### src/rtl/proc_core.sv
`default_nettype none
// ============================================================================
//  Module   : proc_core
//  Brief    : Multi-cycle accumulator-free core: IDLE/READ/EXEC/WB sequencer
//             over a small register file with NZC flags and a HALT state.
//  Revision : 1.0 - initial release
// ============================================================================
module proc_core #(
    parameter int WIDTH = 8,
    parameter int NREGS = 8,
    localparam int AW = $clog2(NREGS),
    localparam int IW = 4 + 3*AW
) (
    input  logic             clk,
    input  logic             rst,
    input  logic             enable,
    input  logic             instr_valid,
    input  logic [IW-1:0]    instr_data,
    output logic             instr_ready,
    output logic             res_valid,
    output logic [WIDTH-1:0] res_data,
    output logic [AW-1:0]    res_addr,
    output logic [2:0]       flags,
    output logic             halted,
    input  logic [AW-1:0]    dbg_addr,
    output logic [WIDTH-1:0] dbg_data
);

    localparam logic [2:0] c_st_idle = 3'd0;
    localparam logic [2:0] c_st_read = 3'd1;
    localparam logic [2:0] c_st_exec = 3'd2;
    localparam logic [2:0] c_st_wb   = 3'd3;
    localparam logic [2:0] c_st_halt = 3'd4;

    localparam logic [3:0] c_op_add  = 4'd1;
    localparam logic [3:0] c_op_sub  = 4'd2;
    localparam logic [3:0] c_op_and  = 4'd3;
    localparam logic [3:0] c_op_or   = 4'd4;
    localparam logic [3:0] c_op_xor  = 4'd5;
    localparam logic [3:0] c_op_not  = 4'd6;
    localparam logic [3:0] c_op_shl  = 4'd7;
    localparam logic [3:0] c_op_shr  = 4'd8;
    localparam logic [3:0] c_op_mov  = 4'd9;
    localparam logic [3:0] c_op_ldi  = 4'd10;
    localparam logic [3:0] c_op_halt = 4'd15;

    localparam int c_imw = 2*AW;
    localparam int c_iml = (c_imw < WIDTH) ? c_imw : WIDTH;

    logic [2:0]       r_state;
    logic [2:0]       w_next;
    logic [IW-1:0]    r_instr;
    logic [WIDTH-1:0] r_a;
    logic [WIDTH-1:0] r_b;
    logic [WIDTH-1:0] r_result;
    logic [WIDTH-1:0] r_regs [NREGS];
    logic [2:0]       r_flags;
    logic             r_res_valid;
    logic [WIDTH-1:0] r_res_data;
    logic [AW-1:0]    r_res_addr;

    logic [3:0]       w_op;
    logic [AW-1:0]    w_rd;
    logic [AW-1:0]    w_rs1;
    logic [AW-1:0]    w_rs2;
    logic             w_writes;
    logic [WIDTH-1:0] w_imm;
    logic [WIDTH:0]   w_sum;
    logic [WIDTH:0]   w_diff;
    logic [WIDTH-1:0] w_res;
    logic             w_c;

    assign w_op     = r_instr[IW-1 -: 4];
    assign w_rd     = r_instr[3*AW-1 -: AW];
    assign w_rs1    = r_instr[2*AW-1 -: AW];
    assign w_rs2    = r_instr[AW-1:0];
    assign w_writes = (w_op >= c_op_add) && (w_op <= c_op_ldi);

    // Immediate is {rs1,rs2}: zero-extended or truncated to WIDTH
    always_comb begin
        w_imm = '0;
        for (int i = 0; i < c_iml; i++) begin
            w_imm[i] = r_instr[i];
        end
    end

    always_ff @(posedge clk) begin
        if (rst) begin
            r_state <= c_st_idle;
        end else if (enable) begin
            r_state <= w_next;
        end
    end

    always_comb begin
        w_next      = r_state;
        instr_ready = 1'b0;
        case (r_state)
            c_st_idle: begin
                instr_ready = 1'b1;
                if (instr_valid) w_next = c_st_read;
            end
            c_st_read: w_next = c_st_exec;
            c_st_exec: w_next = (w_op == c_op_halt) ? c_st_halt : c_st_wb;
            c_st_wb:   w_next = c_st_idle;
            c_st_halt: w_next = c_st_halt;
            default:   w_next = c_st_idle;
        endcase
    end

    assign w_sum  = {1'b0, r_a} + {1'b0, r_b};
    assign w_diff = {1'b0, r_a} - {1'b0, r_b};

    // w_c defaults to the held carry so MOV/LDI leave C untouched
    always_comb begin
        w_res = '0;
        w_c   = r_flags[0];
        case (w_op)
            c_op_add: begin w_res = w_sum[WIDTH-1:0];  w_c = w_sum[WIDTH];  end
            c_op_sub: begin w_res = w_diff[WIDTH-1:0]; w_c = w_diff[WIDTH]; end
            c_op_and: begin w_res = r_a & r_b; w_c = 1'b0; end
            c_op_or:  begin w_res = r_a | r_b; w_c = 1'b0; end
            c_op_xor: begin w_res = r_a ^ r_b; w_c = 1'b0; end
            c_op_not: begin w_res = ~r_a;      w_c = 1'b0; end
            c_op_shl: begin w_res = {r_a[WIDTH-2:0], 1'b0}; w_c = r_a[WIDTH-1]; end
            c_op_shr: begin w_res = {1'b0, r_a[WIDTH-1:1]}; w_c = r_a[0];       end
            c_op_mov: w_res = r_a;
            c_op_ldi: w_res = w_imm;
            default:  w_res = '0;
        endcase
    end

    always_ff @(posedge clk) begin
        if (rst) begin
            r_instr     <= '0;
            r_a         <= '0;
            r_b         <= '0;
            r_result    <= '0;
            r_flags     <= '0;
            r_res_valid <= 1'b0;
            r_res_data  <= '0;
            r_res_addr  <= '0;
            for (int i = 0; i < NREGS; i++) begin
                r_regs[i] <= '0;
            end
        end else if (enable) begin
            r_res_valid <= 1'b0;
            case (r_state)
                c_st_idle: begin
                    if (instr_valid) r_instr <= instr_data;
                end
                c_st_read: begin
                    r_a <= r_regs[w_rs1];
                    r_b <= r_regs[w_rs2];
                end
                c_st_exec: begin
                    if (w_writes) begin
                        r_result <= w_res;
                        r_flags  <= {w_res[WIDTH-1], (w_res == '0), w_c};
                    end
                end
                c_st_wb: begin
                    if (w_writes) begin
                        r_regs[w_rd] <= r_result;
                        r_res_valid  <= 1'b1;
                        r_res_data   <= r_result;
                        r_res_addr   <= w_rd;
                    end
                end
                default: ;
            endcase
        end
    end

    assign res_valid = r_res_valid;
    assign res_data  = r_res_data;
    assign res_addr  = r_res_addr;
    assign flags     = r_flags;
    assign halted    = (r_state == c_st_halt);
    assign dbg_data  = r_regs[dbg_addr];

endmodule
`default_nettype wire

### config.mk
export PLATFORM = sky130hd
export DESIGN_NAME = proc_core
export DESIGN_NICKNAME = d
export VERILOG_FILES = /design/src/rtl/proc_core.sv
export SDC_FILE = /design/constraint.sdc
export NUM_CORES = 1
export LEC_CHECK = 0
export ABC_CLOCK_PERIOD_IN_PS = 3550
export CORE_UTILIZATION = 61
export DETAILED_ROUTE_END_ITERATION = 10
export GPL_TIMING_DRIVEN = 0
export MAX_ROUTING_LAYER = met4
export PLACE_DENSITY = 0.86
export SLEW_MARGIN = 15
export SYNTH_ARGS = -nofsm -noshare
export SYNTH_HDL_FRONTEND = slang
export SYNTH_SLANG_ARGS = --single-unit
### constraint.sdc
create_clock -name clk -period 3.55 [get_ports clk]
set_input_delay 0.71 -clock clk [delete_from_list [all_inputs] [get_ports clk]]
set_output_delay 0.71 -clock clk [all_outputs]
set_load 0.005 [all_outputs]
==> out/metrics.yaml <==
status: "complete, no violations"
ys.flop_type: "edfxtp_1"
grt_overflow_total: 0
syn_area_cell_um2: 11.02
clk_pin_slew_ns: 0.06
holdWs_ns: 0.5030
portBuffers: 41
vias_per_cell: 6.603
detail_route.first_pass.iterations: 7
syn-instance-count: 687
synth_cell_type_count: 71
reg2reg_depth: 9
timing.critical_path.slowest_cell_delay_ns: 0.56
worstSetupStartpointType: "input port"
clockRootBuffer: "clkbuf_16"
number_of_global_route_vias_before_repair: 5952
timing.critical_path.slowest_stage_cell: "mux4_2"
power.ir.vdd_worst_uv: 489.7
design.core.area_mm2: 0.01206
post-route-min-period_ns: 3.293
min-delay-path-class: "reg -> reg"
cellLeakagePower_uw: 0.003094
cts_tree: "built"
criticalPathCategory: "in -> out"
hold-path-endpoint: "res_addr[2]$_SDFFE_PP0P_"
gp_routability_congestion: 1.020
seqCellArea_mm2: 0.003003
insertion_delay_ns: 0.42
synth_largest_type_area_fraction_pct: 25.39
synth_top_cells_by_area: "edfxtp_1 (25%), dfxtp_1 (14%), mux4_2 (14%), mux2i_1 (6.2%), and2_1 (5.6%)"
clock_path_buffers: 2
synth.top_cells.by_count: "nor2_1 (78), and2_1 (68), edfxtp_1 (64)"
first_iter_violations: 873
routed_wirelength_um: 22640
initial_utilization_pct: 62.75
synth-edff-count: 64
die_width_um: 113.4
placement_rows: 40
ys.warnings.count: 0
cts_inserted_buffers: 17
fill_cells: 800
yosys.cell_count.top_type: "nor2_1"
antenna_found_initial: 0
wl_per_cell_um: 24.39
finalSetupViolCount: 0
die_height_um: 113.4
largest_net_degree_at_the_start_of_global_routing: 17
post_syn_area_mm2: 0.007569
worst-path-max-fanout: 10
grt_pass1_wl_um: 34580
hold_path_cell_cnt: 2
postSynthNetCount: 734
cp.required_ns: 2.84
crit_chain: "clkbuf_2, buf_4, mux4_2, mux2_2, clkdlybuf4s50_1"
drc: 0
arrival_time_at_the_worst_endpoint_ns: 2.58
share_of_final_layout_standard_cells_stronger_than_drive_strength_1_pct: 17.37
rsz0062_at_grt: "no"
worst_setup_path_end_kind: "output pin"
final_report_hold_violation_count: 0
detail-route-antenna-nets: 0
multi_input_area_mm2: 0.004213
synth.yosys.seq_area_share_pct: 39.68
power_density_mw_per_mm2: 429.0
top_level_pins: 45
cts_hold_repair.buffers: 0
worst-r2r-setup-slack_ns: 0.56
maxSlewViolCount: 0
postSynth.asyncResetShare_pct: 0
fin_setup_tns_ns: 0
yosys.area.top_type: "edfxtp_1"
antenna-diode-count: 0
least_margin_pin_slew_ns: 1.042
area_growth_syn_to_layout_pct: 15.72
routed-via-count: 6128
period_share_pct: 92.75
grt_usage_pct: 38.28
achievable-frequency_ghz: 0.3037
die_area_mm2: 0.01286
clock-skew-final_ns: 0.006948
cts-htree-levels: 4
synthesized_flop_and_latch_total: 118
launching_point_of_the_worst_reg2reg_path: "r_a[0]$_SDFFE_PP0P_"
cts_sinks: 118
num-nets-final: 794
dpl.hpwl_um: 16040
r2r_end: "flags[1]$_SDFFE_PP0P_"
maxCapViolations: 0
timing.slew.headroom_pct: 30.38
hp-start: "res_addr[2]$_SDFFE_PP0P_"
## logic make-up after synthesis
logic type | after synthesis | share of synthesized area [%]
AOI/OAI and AO/OA | 123 | 11.37
xor gates and xnor gates | 3 | 0.3472
adders and majority gates | 27 | 4.662
buffers and inverters | 75 | 4.662
DFF | 118 | 39.68
muxes | 106 | 22.14
and+or+nand+nor | 235 | 17.14
## stage by stage
step / area [µm²] / setup slack (ns) / std cells / utilization [%] / total power (µW)
after floorplan: 7569 / 0.6240 / 687 / - / 1918
after global placement: 8189 / -0.07343 / 896 / 67.89 / 2091
after detailed placement: 8189 / -0.06758 / 896 / 67.89 / 2103
after CTS: 8756 / 0.01939 / 928 / 72.59 / 3723
after global routing: 8758 / 0.1920 / 928 / 72.61 / 3847
final: 8758 / 0.2574 / 928 / 72.61 / 3758
## registers in the layout (all words and copies together) (netlist names)
register	cells
flags	2
r_a	8
r_b	8
r_instr	13
r_regs	64
r_result	8
r_state	3
res_addr	3
res_data	8
res_valid	1
## cells in the final DEF (no fill, tap or decap), drive strengths merged, types with 18 or more instances in the layout
cell / Yosys / layout
clkdlybuf4s50: 0 / 41
dfxtp: 54 / 54
o21ai: 18 / 18
a211oi: 24 / 24
and2: 68 / 68
clkbuf: 21 / 39
a21oi: 29 / 29
nor2: 79 / 79
inv: 23 / 24
buf: 30 / 30
mux4: 48 / 48
ha: 25 / 25
edfxtp: 64 / 64
mux2i: 47 / 47
## worst max-delay path by stage
stage	cells after the start	start	end	slack (ns)
after floorplan	4	dbg_addr[0]	dbg_data[0]	0.62
after global placement	5	dbg_addr[0]	dbg_data[0]	-0.07
after detailed placement	5	dbg_addr[0]	dbg_data[1]	-0.07
after CTS	5	dbg_addr[0]	dbg_data[6]	0.02
after global routing	5	dbg_addr[0]	dbg_data[3]	0.19
final	5	dbg_addr[0]	dbg_data[6]	0.26
## power breakdown
group / internal, µW / switching (µW) / total, µW / leakage, µW
clock network: 1020 / 635 / 1660 / 0.000259
registers: 1480 / 60.5 / 1540 / 0.00110
logic: 245 / 311 / 556 / 0.00174
total: 2750 / 1010 / 3760 / 0.00309
## worst max-delay path, delay by kind of cell
| family | cells | cell delay [ns] |
|---|---|---|
| mux | 2 | 0.86 |
| buf+inv | 3 | 1.00 |
## routing by layer
layer / routed length [µm] / GRT usage, % / vias up
li1: - / - / 2693
met1: 9090 / 49.18 / 3015
met2: 10780 / 59.92 / 350
met3: 1956 / 7.120 / 70
met4: 805 / 16.58 / 0
met5: 0 / - / -
## area by class of cell
cell class              count  area share (%)
flip-flops and latches    118           34.29
plain buffers              51           3.057
inverters                  24           1.029
well taps                 168           2.400
repair buffers             41           4.686
clock buffers              18           4.900
clock inverters            14           1.543
multi-input cells         494           48.10
## repair_timing
action | 4_1_cts | 5_1_grt
resized for setup | 1 | 4
endpoints found under the setup margin | 8 | 8
hold endpoints to repair | 0 | 0
pin swaps | 0 | 0
setup buffers | 0 | 0
No activity file was read; power rests on OpenSTA's default activity.
